==> src/rtl/lsu_pkg.sv <==
// Shared definitions for the load/store controller: RV32I funct3 encodings and FSM states.
package lsu_pkg;

    localparam logic [2:0] F3_B  = 3'b000;
    localparam logic [2:0] F3_H  = 3'b001;
    localparam logic [2:0] F3_W  = 3'b010;
    localparam logic [2:0] F3_BU = 3'b100;
    localparam logic [2:0] F3_HU = 3'b101;

    typedef enum logic [2:0] {
        ST_IDLE    = 3'd0,
        ST_READ    = 3'd1,
        ST_CAPTURE = 3'd2,
        ST_WRITE   = 3'd3,
        ST_DONE    = 3'd4
    } lsu_state_t;

endpackage

==> src/rtl/lsu_align.sv <==
// Lane handling for the load/store controller: request legality check,
// load extract/extend and sub-word store merge. Purely combinational.
import lsu_pkg::*;

module lsu_align (
    input  logic [2:0]  chk_funct3,
    input  logic [1:0]  chk_lane,
    input  logic        chk_we,
    output logic        chk_err,
    input  logic [2:0]  op_funct3,
    input  logic [1:0]  op_lane,
    input  logic [31:0] word,
    input  logic [31:0] wdata,
    output logic [31:0] rdata,
    output logic [31:0] merged
);

    logic [7:0]  sel_byte;
    logic [15:0] sel_half;

    always_comb begin
        chk_err = 1'b0;
        if (chk_we) begin
            case (chk_funct3)
                F3_B:    chk_err = 1'b0;
                F3_H:    chk_err = chk_lane[0];
                F3_W:    chk_err = |chk_lane;
                default: chk_err = 1'b1;
            endcase
        end else begin
            case (chk_funct3)
                F3_B, F3_BU: chk_err = 1'b0;
                F3_H, F3_HU: chk_err = chk_lane[0];
                F3_W:        chk_err = |chk_lane;
                default:     chk_err = 1'b1;
            endcase
        end
    end

    always_comb begin
        sel_byte = word[{op_lane, 3'b000} +: 8];
        sel_half = op_lane[1] ? word[31:16] : word[15:0];
        case (op_funct3)
            F3_B:    rdata = {{24{sel_byte[7]}}, sel_byte};
            F3_BU:   rdata = {24'd0, sel_byte};
            F3_H:    rdata = {{16{sel_half[15]}}, sel_half};
            F3_HU:   rdata = {16'd0, sel_half};
            F3_W:    rdata = word;
            default: rdata = 32'd0;
        endcase
    end

    // Untouched lanes keep the word read back from memory.
    always_comb begin
        merged = word;
        case (op_funct3)
            F3_B: merged[{op_lane, 3'b000} +: 8] = wdata[7:0];
            F3_H: begin
                if (op_lane[1]) merged[31:16] = wdata[15:0];
                else            merged[15:0]  = wdata[15:0];
            end
            default: merged = wdata;
        endcase
    end

endmodule

==> src/rtl/mem_lsu_ctrl.sv <==
// Load/store controller between the core memory stage and a word-wide synchronous data memory.
// Sub-word stores are done as read-modify-write; all outputs are registered.
//
// state    | meaning
// ---------+-----------------------------------------------------------
// IDLE     | waiting for a request, req_ready high, mem_addr 0
// READ     | word address on mem_addr, memory read in flight
// CAPTURE  | mem_dout valid; extract load data or merge store data
// WRITE    | mem_we high with final word on mem_din
// DONE     | one-cycle response pulse, then back to IDLE
import lsu_pkg::*;

module mem_lsu_ctrl #(
    parameter int ADDR_WIDTH = 13,
    parameter int DATA_WIDTH = 32
) (
    input  logic                  clk,
    input  logic                  rst_n,
    input  logic                  req_valid,
    output logic                  req_ready,
    input  logic                  req_we,
    input  logic [2:0]            req_funct3,
    input  logic [31:0]           req_addr,
    input  logic [DATA_WIDTH-1:0] req_wdata,
    output logic                  resp_valid,
    output logic [DATA_WIDTH-1:0] resp_rdata,
    output logic                  resp_err,
    output logic                  mem_we,
    output logic [ADDR_WIDTH-1:0] mem_addr,
    output logic [DATA_WIDTH-1:0] mem_din,
    input  logic [DATA_WIDTH-1:0] mem_dout
);

    lsu_state_t            state;
    logic [ADDR_WIDTH-1:0] op_waddr;
    logic [1:0]            op_lane;
    logic [2:0]            op_funct3;
    logic                  op_we;
    logic [DATA_WIDTH-1:0] op_wdata;

    logic                  align_err;
    logic                  out_of_range;
    logic                  req_err;
    logic [DATA_WIDTH-1:0] load_data;
    logic [DATA_WIDTH-1:0] merged_word;

    assign out_of_range = |req_addr[31:ADDR_WIDTH+2];
    assign req_err      = align_err | out_of_range;

    lsu_align u_align (
        .chk_funct3 (req_funct3),
        .chk_lane   (req_addr[1:0]),
        .chk_we     (req_we),
        .chk_err    (align_err),
        .op_funct3  (op_funct3),
        .op_lane    (op_lane),
        .word       (mem_dout),
        .wdata      (op_wdata),
        .rdata      (load_data),
        .merged     (merged_word)
    );

    always_ff @(posedge clk or negedge rst_n) begin
        if (!rst_n) begin
            state      <= ST_IDLE;
            req_ready  <= 1'b1;
            resp_valid <= 1'b0;
            resp_rdata <= '0;
            resp_err   <= 1'b0;
            mem_we     <= 1'b0;
            mem_addr   <= '0;
            mem_din    <= '0;
            op_waddr   <= '0;
            op_lane    <= 2'd0;
            op_funct3  <= 3'd0;
            op_we      <= 1'b0;
            op_wdata   <= '0;
        end else begin
            resp_valid <= 1'b0;
            resp_rdata <= '0;
            resp_err   <= 1'b0;
            mem_we     <= 1'b0;
            case (state)
                ST_IDLE: begin
                    if (req_valid) begin
                        req_ready <= 1'b0;
                        op_waddr  <= req_addr[ADDR_WIDTH+1:2];
                        op_lane   <= req_addr[1:0];
                        op_funct3 <= req_funct3;
                        op_we     <= req_we;
                        op_wdata  <= req_wdata;
                        if (req_err) begin
                            state      <= ST_DONE;
                            resp_valid <= 1'b1;
                            resp_err   <= 1'b1;
                        end else if (req_we && req_funct3 == F3_W) begin
                            state    <= ST_WRITE;
                            mem_we   <= 1'b1;
                            mem_din  <= req_wdata;
                            mem_addr <= req_addr[ADDR_WIDTH+1:2];
                        end else begin
                            state    <= ST_READ;
                            mem_addr <= req_addr[ADDR_WIDTH+1:2];
                        end
                    end
                end
                ST_READ: begin
                    state <= ST_CAPTURE;
                end
                ST_CAPTURE: begin
                    if (op_we) begin
                        state   <= ST_WRITE;
                        mem_we  <= 1'b1;
                        mem_din <= merged_word;
                    end else begin
                        state      <= ST_DONE;
                        resp_valid <= 1'b1;
                        resp_rdata <= load_data;
                        mem_addr   <= '0;
                    end
                end
                ST_WRITE: begin
                    state      <= ST_DONE;
                    resp_valid <= 1'b1;
                    mem_addr   <= '0;
                end
                ST_DONE: begin
                    state     <= ST_IDLE;
                    req_ready <= 1'b1;
                    mem_addr  <= '0;
                end
                default: begin
                    state     <= ST_IDLE;
                    req_ready <= 1'b1;
                    mem_addr  <= '0;
                end
            endcase
        end
    end

endmodule

==> config.mk <==
export PLATFORM = sky130hd
export DESIGN_NAME = mem_lsu_ctrl
export DESIGN_NICKNAME = d
export VERILOG_FILES = /design/src/rtl/lsu_pkg.sv /design/src/rtl/lsu_align.sv /design/src/rtl/mem_lsu_ctrl.sv
export SDC_FILE = /design/constraint.sdc
export NUM_CORES = 1
export LEC_CHECK = 0
export ABC_AREA = 1
export CAP_MARGIN = 20
export CELL_PAD_IN_SITES_DETAIL_PLACEMENT = 1
export CELL_PAD_IN_SITES_GLOBAL_PLACEMENT = 2
export CORE_UTILIZATION = 24
export DETAILED_ROUTE_END_ITERATION = 8
export HOLD_SLACK_MARGIN = 0.06
export PLACE_DENSITY = 0.86
export SETUP_SLACK_MARGIN = 0.4
export SYNTH_ARGS = -nofsm -noshare
export SYNTH_HDL_FRONTEND = slang
export SYNTH_SLANG_ARGS = --single-unit
==> constraint.sdc <==
create_clock -name clk -period 1.9 [get_ports clk]
set_input_delay 0.57 -clock clk [delete_from_list [all_inputs] [get_ports clk]]
set_output_delay 0.57 -clock clk [all_outputs]
set_load 0.005 [all_outputs]
# After elaboration in Yosys (flattened, before gate mapping)
# Index checks and enable logic that the tools add are counted.
# totals
regBits,122
output_inout_bits,81
# classes
n_addsub,1
n_eq_ne,16
n_shift,3
n_mux,37
bitwise_logic,3
reduce_logical,14
# op_table
cell,count
two-way mux 32 bit,6
one-hot mux 32 bit (5 select lines),1
one-hot mux 32 bit (2 select lines),2
two-way mux 16 bit,3
two-way mux 13 bit,3
one-hot mux 13 bit (3 select lines),1
bitwise mux 32 bit,1
"variable shift 8 x 7 -> 32 bit, first input constant",1
variable part select 32 x 6 -> 8 bit,1
variable part select 8 x 7 -> 32 bit,1
OR reduction 17 bit,1
"equality test 3 x 2 -> 1 bit, second input constant",4
"equality test 3 bit, second input constant",4
one-hot mux 3 bit (4 select lines),1
two-way mux 1 bit,10
"inequality test 2 bit, second input constant",5
"equality test 3 x 1 -> 1 bit, second input constant",3
zero test 3 bit,3
two-way mux 3 bit,3
one-hot mux 1 bit (3 select lines),3
negator 5 -> 7 bit,1
OR reduction 2 bit,3
AND reduction 5 bit,1
one-hot mux 1 bit (2 select lines),2
other kinds (8),10

# Depth between registers and ports, before layout
# Gate-level depths: netlist of the first run.
# logic_depth
depth_word,8
depth_mapped,13
ltp_nobuf,12

# Hierarchy
# A second synthesis of the first run with hierarchy kept.
# hier_totals
hier_cells,1122
hier_area_um2,7413.4
# by_module_without_submodules
module,n_inst,cells_per_inst,area_each_um2,seq_area_each_um2
mem_lsu_ctrl,1,593,5087.4,3054.2
lsu_align,1,529,2326.0,0.0

# Worst setup path after synthesis of the first run
# No wires, ideal clock.
# synth_timing
kind,flip-flop to flip-flop
from,register op_lane[0]
to,register mem_din[3]
setup_ns,0.066
arrival_ns,1.972
slack_ns,-0.137
path_stages_with_launch,11
n_path_buf,1
cell_sequence,dfrtp_1 -> inv_1 -> clkbuf_1 -> ha_1 -> inv_1 -> nand3_1 -> o21bai_1 -> nand2_1 -> a21boi_1 -> nand2_1 -> nand2_1
# synth_via
elab_chain_cells,6
elab_cells_between_ends,7
# synth_lines
element,line_no,rtl
start: declaration,mem_lsu_ctrl.sv:36,logic [1:0] op_lane;
start signal: assignment,mem_lsu_ctrl.sv:88,op_lane <= req_addr[1:0];
negator 5 -> 7 bit *,lsu_align.sv:57,"F3_B: merged[{op_lane, 3'b000} +: 8] = wdata[7:0];"
variable part select 8 x 7 -> 32 bit / variable shift 8 x 7 -> 32 bit (equally long branches),lsu_align.sv:57,
bitwise mux 32 bit *,lsu_align.sv:57,
one-hot mux 32 bit (2 select lines) *,lsu_align.sv:56,case (op_funct3)
two-way mux 32 bit *,mem_lsu_ctrl.sv:111,if (op_we) begin
one-hot mux 32 bit (2 select lines) *,mem_lsu_ctrl.sv:83,case (state)
end signal: assignment,mem_lsu_ctrl.sv:99,mem_din <= req_wdata;
end signal: assignment,mem_lsu_ctrl.sv:114,mem_din <= merged_word;
end: declaration,mem_lsu_ctrl.sv:30,"output logic [DATA_WIDTH-1:0] mem_din,"
# Every way passes the cells marked *; elsewhere a longest branch is shown, timed or not. The select of a mux whose other input is x is not followed.
# A chain may end at the register's enable or synchronous reset.

# Final worst setup path of the first run
# layout_timing
from,register op_lane[1]
to,register mem_din[17]
# layout_via
elab_chain_cells,6
elab_cells_between_ends,8
# layout_lines
element,line_no
negator 5 -> 7 bit,lsu_align.sv:57
variable part select 8 x 7 -> 32 bit / variable shift 8 x 7 -> 32 bit (equally long branches),lsu_align.sv:57
bitwise mux 32 bit,lsu_align.sv:57
one-hot mux 32 bit (2 select lines) *,lsu_align.sv:56
two-way mux 32 bit *,mem_lsu_ctrl.sv:111
one-hot mux 32 bit (2 select lines) *,mem_lsu_ctrl.sv:83
# Marked as above.

==> run summary, run 1 <==
Status = finished clean
Register bit total from synthesis = 122
Chip height = 172 µm
First-pass GRT wire length = 45000 µm
Fin. Hold Viols = 0
Fin Clk Skew = 0.0156 ns
Total power = 0.00856 W
Total grt overflow = 0
Initial Utilization = 0.247
Actual slew at the worst max-slew pin = 0.404 ns
Yosys top cell area share = 0.437
Final Routed Wirelength = 30800 µm
Area after DPL = 0.00978 mm²
Worst-case clock buffer depth = 2
Antenna violations before repair = 2
Unrepaired setup endpoints after global routing = yes
Netlist cell types = 36
Post-synthesis sequential area ratio = 0.441
Rows = 61
Async set or reset register ratio after synthesis = 1.00
DRC Markers = 0
Leading cell types by total area after synthesis = dfrtp_1, nand2_1, o21ai_0
Setup violators final = 0
Slew HR = 0.729
Place WS = -0.468 ns
DRT Pass-1 Iters = 5
Commonest cells post-synth = nand2_1, dfrtp_1, nor2_1
Yosys top cell by area = dfrtp_1
Vias = 7951
I/O pins = 184
ANT nets after route = 0
Total die area = 0.0296 mm²
Final WS setup = 0.0853 ns
Initial drt markers = 402
Max VDD drop = 0.000601 V
CTS Buf Count = 17
Synth warnings = 0
Startpoint Class = register
Leakage = 5.58 nW
CTS clock-pin slew for the worst setup and hold paths = 0.06 ns
CP max FO = 8
Most frequent cell after synthesis = nand2_1
Gr usage total = 0.202
Die Wd = 172 µm
Share of post-route cells with drive strength above 1 = 0.370
Max Cap Viol = 0
Hpwl dp = 21700 µm
Worst Path Arrival = 2.18 ns
Avg Cell Area, Syn = 7.18 µm²
Vias in the first global route = 8114
Final max-slew violation count = 0
Synth-to-Final Area Change = 62.6%
CTS H-Tree Depth = 4
Clk_lat worst skew = 0.43 ns
Power Density = 760 mW/mm²
CTS tree = built
Port bufs = 183
Synthesized area = 0.00693 mm²
Critical path class = reg2reg
Fin crit share = 0.955
GPL Wtd Cong = 0.881
Top FF cell, synth = dfrtp_1
Hold Crit Class = reg2reg
Final core utilization = 0.401
Final Critical Period = 1.81 ns
Nets = 1368
CORE AREA = 0.0281 mm²
Syn Inst Count = 965
Wire length per cell = 18.7 µm
CP Capture Type = register
Vias per inst = 4.81
Largest net degree at the start of global routing = 60
Post-Layout Inst Area = 0.0113 mm²
CTS sink cnt = 122
Worst path required time = 2.27 ns
Hold slack = 0.474 ns
Syn Nets = 1073
Max Clock Freq = 551 MHz
Number of enable flip-flop cells after synthesis = 0
Clock Tree Root = clkbuf_16
-- worst paths after layout --
check | slack [ns] | to | from | cells past startpoint
worst max-delay path | 0.09 | mem_din[17]$_DFFE_PN0P_ | op_lane[1]$_DFFE_PN0P_ | 13
worst min-delay path | 0.47 | op_wdata[26]$_DFFE_PN0P_ | op_wdata[26]$_DFFE_PN0P_ | 2
worst max register to register | 0.09 | mem_din[17]$_DFFE_PN0P_ | op_lane[1]$_DFFE_PN0P_ | 13
worst min register to register | 0.47 | op_wdata[26]$_DFFE_PN0P_ | op_wdata[26]$_DFFE_PN0P_ | 2
max in group asynchronous | 0.84 | resp_rdata[25]$_DFF_PN0_ | rst_n | 3
min in group asynchronous | 0.50 | mem_addr[7]$_DFFE_PN0P_ | rst_n | 2
-- repair_timing --
item,4_1_cts,5_1_grt
hold buffers,1,0
endpoints found under the setup margin,196,180
pin swaps,52,87
hold endpoints to repair,4,0
gates cloned,4,5
buffers inserted,40,13
gates resized for setup,461,200
-- registers in the layout, summed over array words and instances, names as in the netlist --
| register | cells |
|---|---|
| op_lane | 2 |
| mem_we | 1 |
| resp_rdata | 32 |
| resp_valid | 1 |
| state | 3 |
| op_we | 1 |
| op_funct3 | 3 |
| op_wdata | 32 |
| mem_addr | 13 |
| mem_din | 32 |
| req_ready | 1 |
| resp_err | 1 |
-- critical path, stage by stage (launching register included) --
cell,delay [ns]
dfrtp_2,0.42
inv_4,0.07
ha_4,0.28
inv_4,0.04
buf_6,0.11
nor2_4,0.25
nand3_2,0.13
nand2_2,0.09
nand2_2,0.05
nand2_2,0.08
o21ai_1,0.07
nand2_1,0.07
nand2_1,0.05
nand2_1,0.05
-- routing by layer --
metal	vias to the layer above	part of all wire	global-route usage	wire, µm
li1	3711	-	-	-
met1	3940	0.42	0.249	13000
met2	259	0.49	0.339	15100
met3	41	0.068	0.0538	2090
met4	0	0.021	0.0658	659
met5	-	0	0	0
-- layout make-up --
cell class,instances,area [µm²]
Inverter,87,352
Tap cell,378,473
Clock buffer,18,439
Clock inverter,14,124
Antenna cell,3,7.51
Fill cell,3456,16800
Timing Repair Buffer,325,2850
Multi-Input combinational cell,707,3970
Sequential cell,122,3060
-- metrics by stage --
| step | setup TNS (ns) | cells |
|---|---|---|
| 2_1_floorplan | 0 | 965 |
| 3_3_place_gp | -23.10 | 1556 |
| 3_5_place_dp | -28.06 | 1556 |
| 4_1_cts | 0 | 1633 |
| 5_1_grt | -0.0820 | 1651 |
| 6_report | 0 | 1654 |
-- cells by family (layout without fill, tap and decap cells) --
group | after synthesis | count (layout) | share of synthesized area
AOI/OAI and AO/OA | 174 | 174 | 0.146
other | 0 | 3 | 0
adders and majority gates | 5 | 5 | 0.00903
DFF | 122 | 122 | 0.441
and+or+nand+nor | 527 | 528 | 0.319
buffers and inverters | 137 | 444 | 0.0859
-- power by group --
| group | leakage, nW | switching (W) | internal (W) | total, W |
|---|---|---|---|---|
| combinational | 3.73 | 0.00142 | 0.00110 | 0.00252 |
| sequential | 1.58 | 0.000151 | 0.00277 | 0.00292 |
| clock | 0.268 | 0.00129 | 0.00183 | 0.00312 |
-- cells in the final DEF, fill, tap and decap left out, types with 15 or more instances in the layout --
master and n:
a21oi_2 15, nand3_1 45, a21oi_1 31, o21ai_1 24
dfrtp_1 118, inv_1 67, buf_6 31, buf_2 83
o21ai_0 35, nor2_1 63, nand2_1 281, nand2_2 54
nand3_2 17, clkdlybuf4s50_1 76, buf_4 91, clkbuf_16 21
o211ai_1 18, o21ai_2 19
Power figures use the tool's default switching activity.
==> run 2, diff against run 1 <==
- CAP_MARGIN: 20 -> 30
- CORE_UTILIZATION: 24 -> 25
- CTS_BUF_LIST: unset -> sky130_fd_sc_hd__clkbuf_8
- PLACE_DENSITY: 0.86 -> 0.89
==> run 2 against run 1 <==
  * Die area is 4.0% lower
  * Clock-buffer cell count fell by 1
  * Fmax increased by 0.59%
  * Sequential power hardly changed
  * Hold slack got worse by 0.034 ns
  * Global-route usage increased by 1.7 points
  * Worst setup slack improved by 0.011 ns
  * Register-to-register slack is essentially flat
  * Critical path depth unchanged
  * Clock skew hardly changed
  * Critical path type unchanged
  * Largest cell class unchanged
  * Largest power group is now registers
==> run summary, run 2 (synthesized netlist as in run 1, its figures left out) <==
Share of post-route cells with drive strength above 1 = 0.409 (+0.0392)
First-pass GRT wire length = 47000 µm (+4.5%)
Final WS setup = 0.0960 ns (+0.0106 ns)
Most common cell after layout, fill and taps aside = nand2_1
DRC Markers = 0 (unchanged)
Final max-slew violation count = 0 (unchanged)
Vias per inst = 4.94 (+2.8%)
Hold slack = 0.440 ns (-0.0338 ns)
Setup violators final = 0 (unchanged)
Die Wd = 169 µm (-2.0%)
ANT nets after route = 0 (unchanged)
Port bufs = 183 (unchanged)
Gr usage total = 0.218 (+0.0166)
Diode count = 0 (-3)
Fin Clk Skew = 0.0156 ns (+0.0000426 ns)
Total die area = 0.0284 mm² (-4.0%)
Hold Crit Start = req_funct3[0]
Actual slew at the worst max-slew pin = 0.416 ns (+0.0120 ns)
Worst Hold Depth = 4 (+2)
Max Clock Freq = 554 MHz (+0.59%)
Hold Crit Class = in2reg
Largest net degree at the start of global routing = 56 (-6.7%)
CTS H-Tree Depth = 4 (unchanged)
CP max FO = 5 (-3)
Worst R2R Path Depth = 13 (unchanged)
Worst reg2reg endpoint = mem_din[20]$_DFFE_PN0P_
CTS sink cnt = 122 (unchanged)
Antenna violations before repair = 3 (+1)
DRT Pass-1 Iters = 5 (unchanged)
Vias = 8259 (+3.9%)
Status = finished clean
CP Capture Type = register
I/O pins = 184 (unchanged)
Startpoint Class = register
Fin. Hold Viols = 0 (unchanged)
Unrepaired setup endpoints after global routing = yes
Reg-to-Reg Start = op_lane[0]$_DFFE_PN0P_
Critical path class = reg2reg
Total grt overflow = 0 (unchanged)
Max VDD drop = 0.000316 V (-48%)
Chip height = 169 µm (-2.0%)
Worst path required time = 2.31 ns (+0.04 ns)
Place WS = -0.458 ns (+0.00934 ns)
Nets = 1395 (+2.0%)
Fin crit share = 0.949 (-0.00560)
Clock Tree Root = clkbuf_8
GPL Wtd Cong = 0.897 (+1.9%)
Initial Utilization = 0.256 (+0.00898)
Rows = 60 (-1.6%)
Leakage = 5.84 nW (+4.6%)
Final Routed Wirelength = 33900 µm (+10%)
CTS Buf Count = 17 (unchanged)
Wire length per cell = 20.3 µm (+8.8%)
Hpwl dp = 21100 µm (-2.5%)
CTS tree = built
Post-Layout Inst Area = 0.0119 mm² (+5.6%)
Vias in the first global route = 8293 (+2.2%)
Synth-to-Final Area Change = 71.8%
CTS clock-pin slew for the worst setup and hold paths = 0.09 ns (+0.03 ns)
Worst reg2reg setup slack = 0.1 ns (about the same)
Final Critical Period = 1.80 ns (-0.0106 ns)
Initial drt markers = 499 (+24%)
Min-Delay Endpoint = op_funct3[0]$_DFFE_PN0P_
Crit-path cells = inv_4, ha_4, inv_6, nor2_4, buf_6, nand3_2, nand2_2, nand2_2, nand2_2, o21ai_1, nand2_1, nand2_1, nand2_1
Total power = 0.00828 W (-3.3%)
Top flop regs = mem_din (32), op_wdata (32), resp_rdata (32)
CP peak stage delay = 0.44 ns (+0.02 ns)
Worst Path Arrival = 2.21 ns (+0.03 ns)
Slew HR = 0.722 (-0.00679)
Final core utilization = 0.439 (+0.0380)
Power Density = 696 mW/mm² (-8.4%)
Worst-case clock buffer depth = 2 (unchanged)
Slowest-stage cell, CP = dfrtp_1
CORE AREA = 0.0271 mm² (-3.5%)
Max Cap Viol = 0 (unchanged)
Most frequent cells in the layout = nand2_1, dfrtp_1, buf_4
Area after DPL = 0.00971 mm² (-0.64%)
Clk_lat worst skew = 0.46 ns (+0.03 ns)
-- run 2: worst max path at each step --
stage / from / end / slack, ns / cells past startpoint
3_5_place_dp: req_funct3[1] / mem_din[28]$_DFFE_PN0P_ / -0.46 / 11
2_1_floorplan: req_addr[16] / mem_addr[2]$_DFFE_PN0P_ / 0.19 / 8
6_report: op_lane[0]$_DFFE_PN0P_ / mem_din[20]$_DFFE_PN0P_ / 0.1 / 13
4_1_cts: req_ready$_DFFE_PN1P_ / req_ready / 0.20 / 1
5_1_grt: op_lane[0]$_DFFE_PN0P_ / mem_din[21]$_DFFE_PN0P_ / -0.001 / 12
3_3_place_gp: req_funct3[2] / mem_addr[1]$_DFFE_PN0P_ / -0.40 / 10
-- run 2: critical path: cells and delay by family, from the launching register on --
family                   cells  cell delay (ns)
AO/OA/AOI/OAI                1             0.07
adder cells (fa/ha/maj)      1             0.31
buffers and inverters        3             0.29
flip-flops                   1             0.44
AND/OR/NAND/NOR              8             0.62
-- run 2: power breakdown --
part,internal [W],total [W],switching [W],leakage [nW]
combinational,0.00124,0.00284,0.00160,4.06
sequential,0.00276,0.00291,0.000146,1.58
clock,0.00130,0.00253,0.00123,0.199
total,0.00530,0.00828,0.00298,5.84
-- run 2: what timing repair did --
item	CTS	global route
gates cloned	9	13
buffers inserted	45	26
pin swaps	56	97
hold endpoints to repair	19	0
endpoints found under the setup margin	198	201
hold buffers	1	0
gates resized for setup	502	249
-- run 2: metal layers --
metal  part of all wire  GRT usage  wire, µm
met1               0.41      0.270     14000
met2               0.49      0.364     16500
met3              0.069     0.0601      2330
met4              0.034     0.0767      1140
met5            0.00097          0        33
-- run 2: cell type report --
class / instances / area [µm²]
Clock inverter: 15 / 178
Sequential cell: 122 / 3060
Timing Repair Buffer: 350 / 3380
Fill cell: 3216 / 15200
Clock buffer: 17 / 234
Multi-Input combinational cell: 708 / 4220
Timing Repair inverter: 1 / 7.51
Tap cell: 372 / 465
Inverter: 87 / 358
-- run 2: through the flow --
step	TNS [ns]	instances
floorplan	0	965
global placement	-23.19	1546
detailed placement	-29.47	1546
CTS	0	1633
global route	-0.00121	1672
finish	0	1672
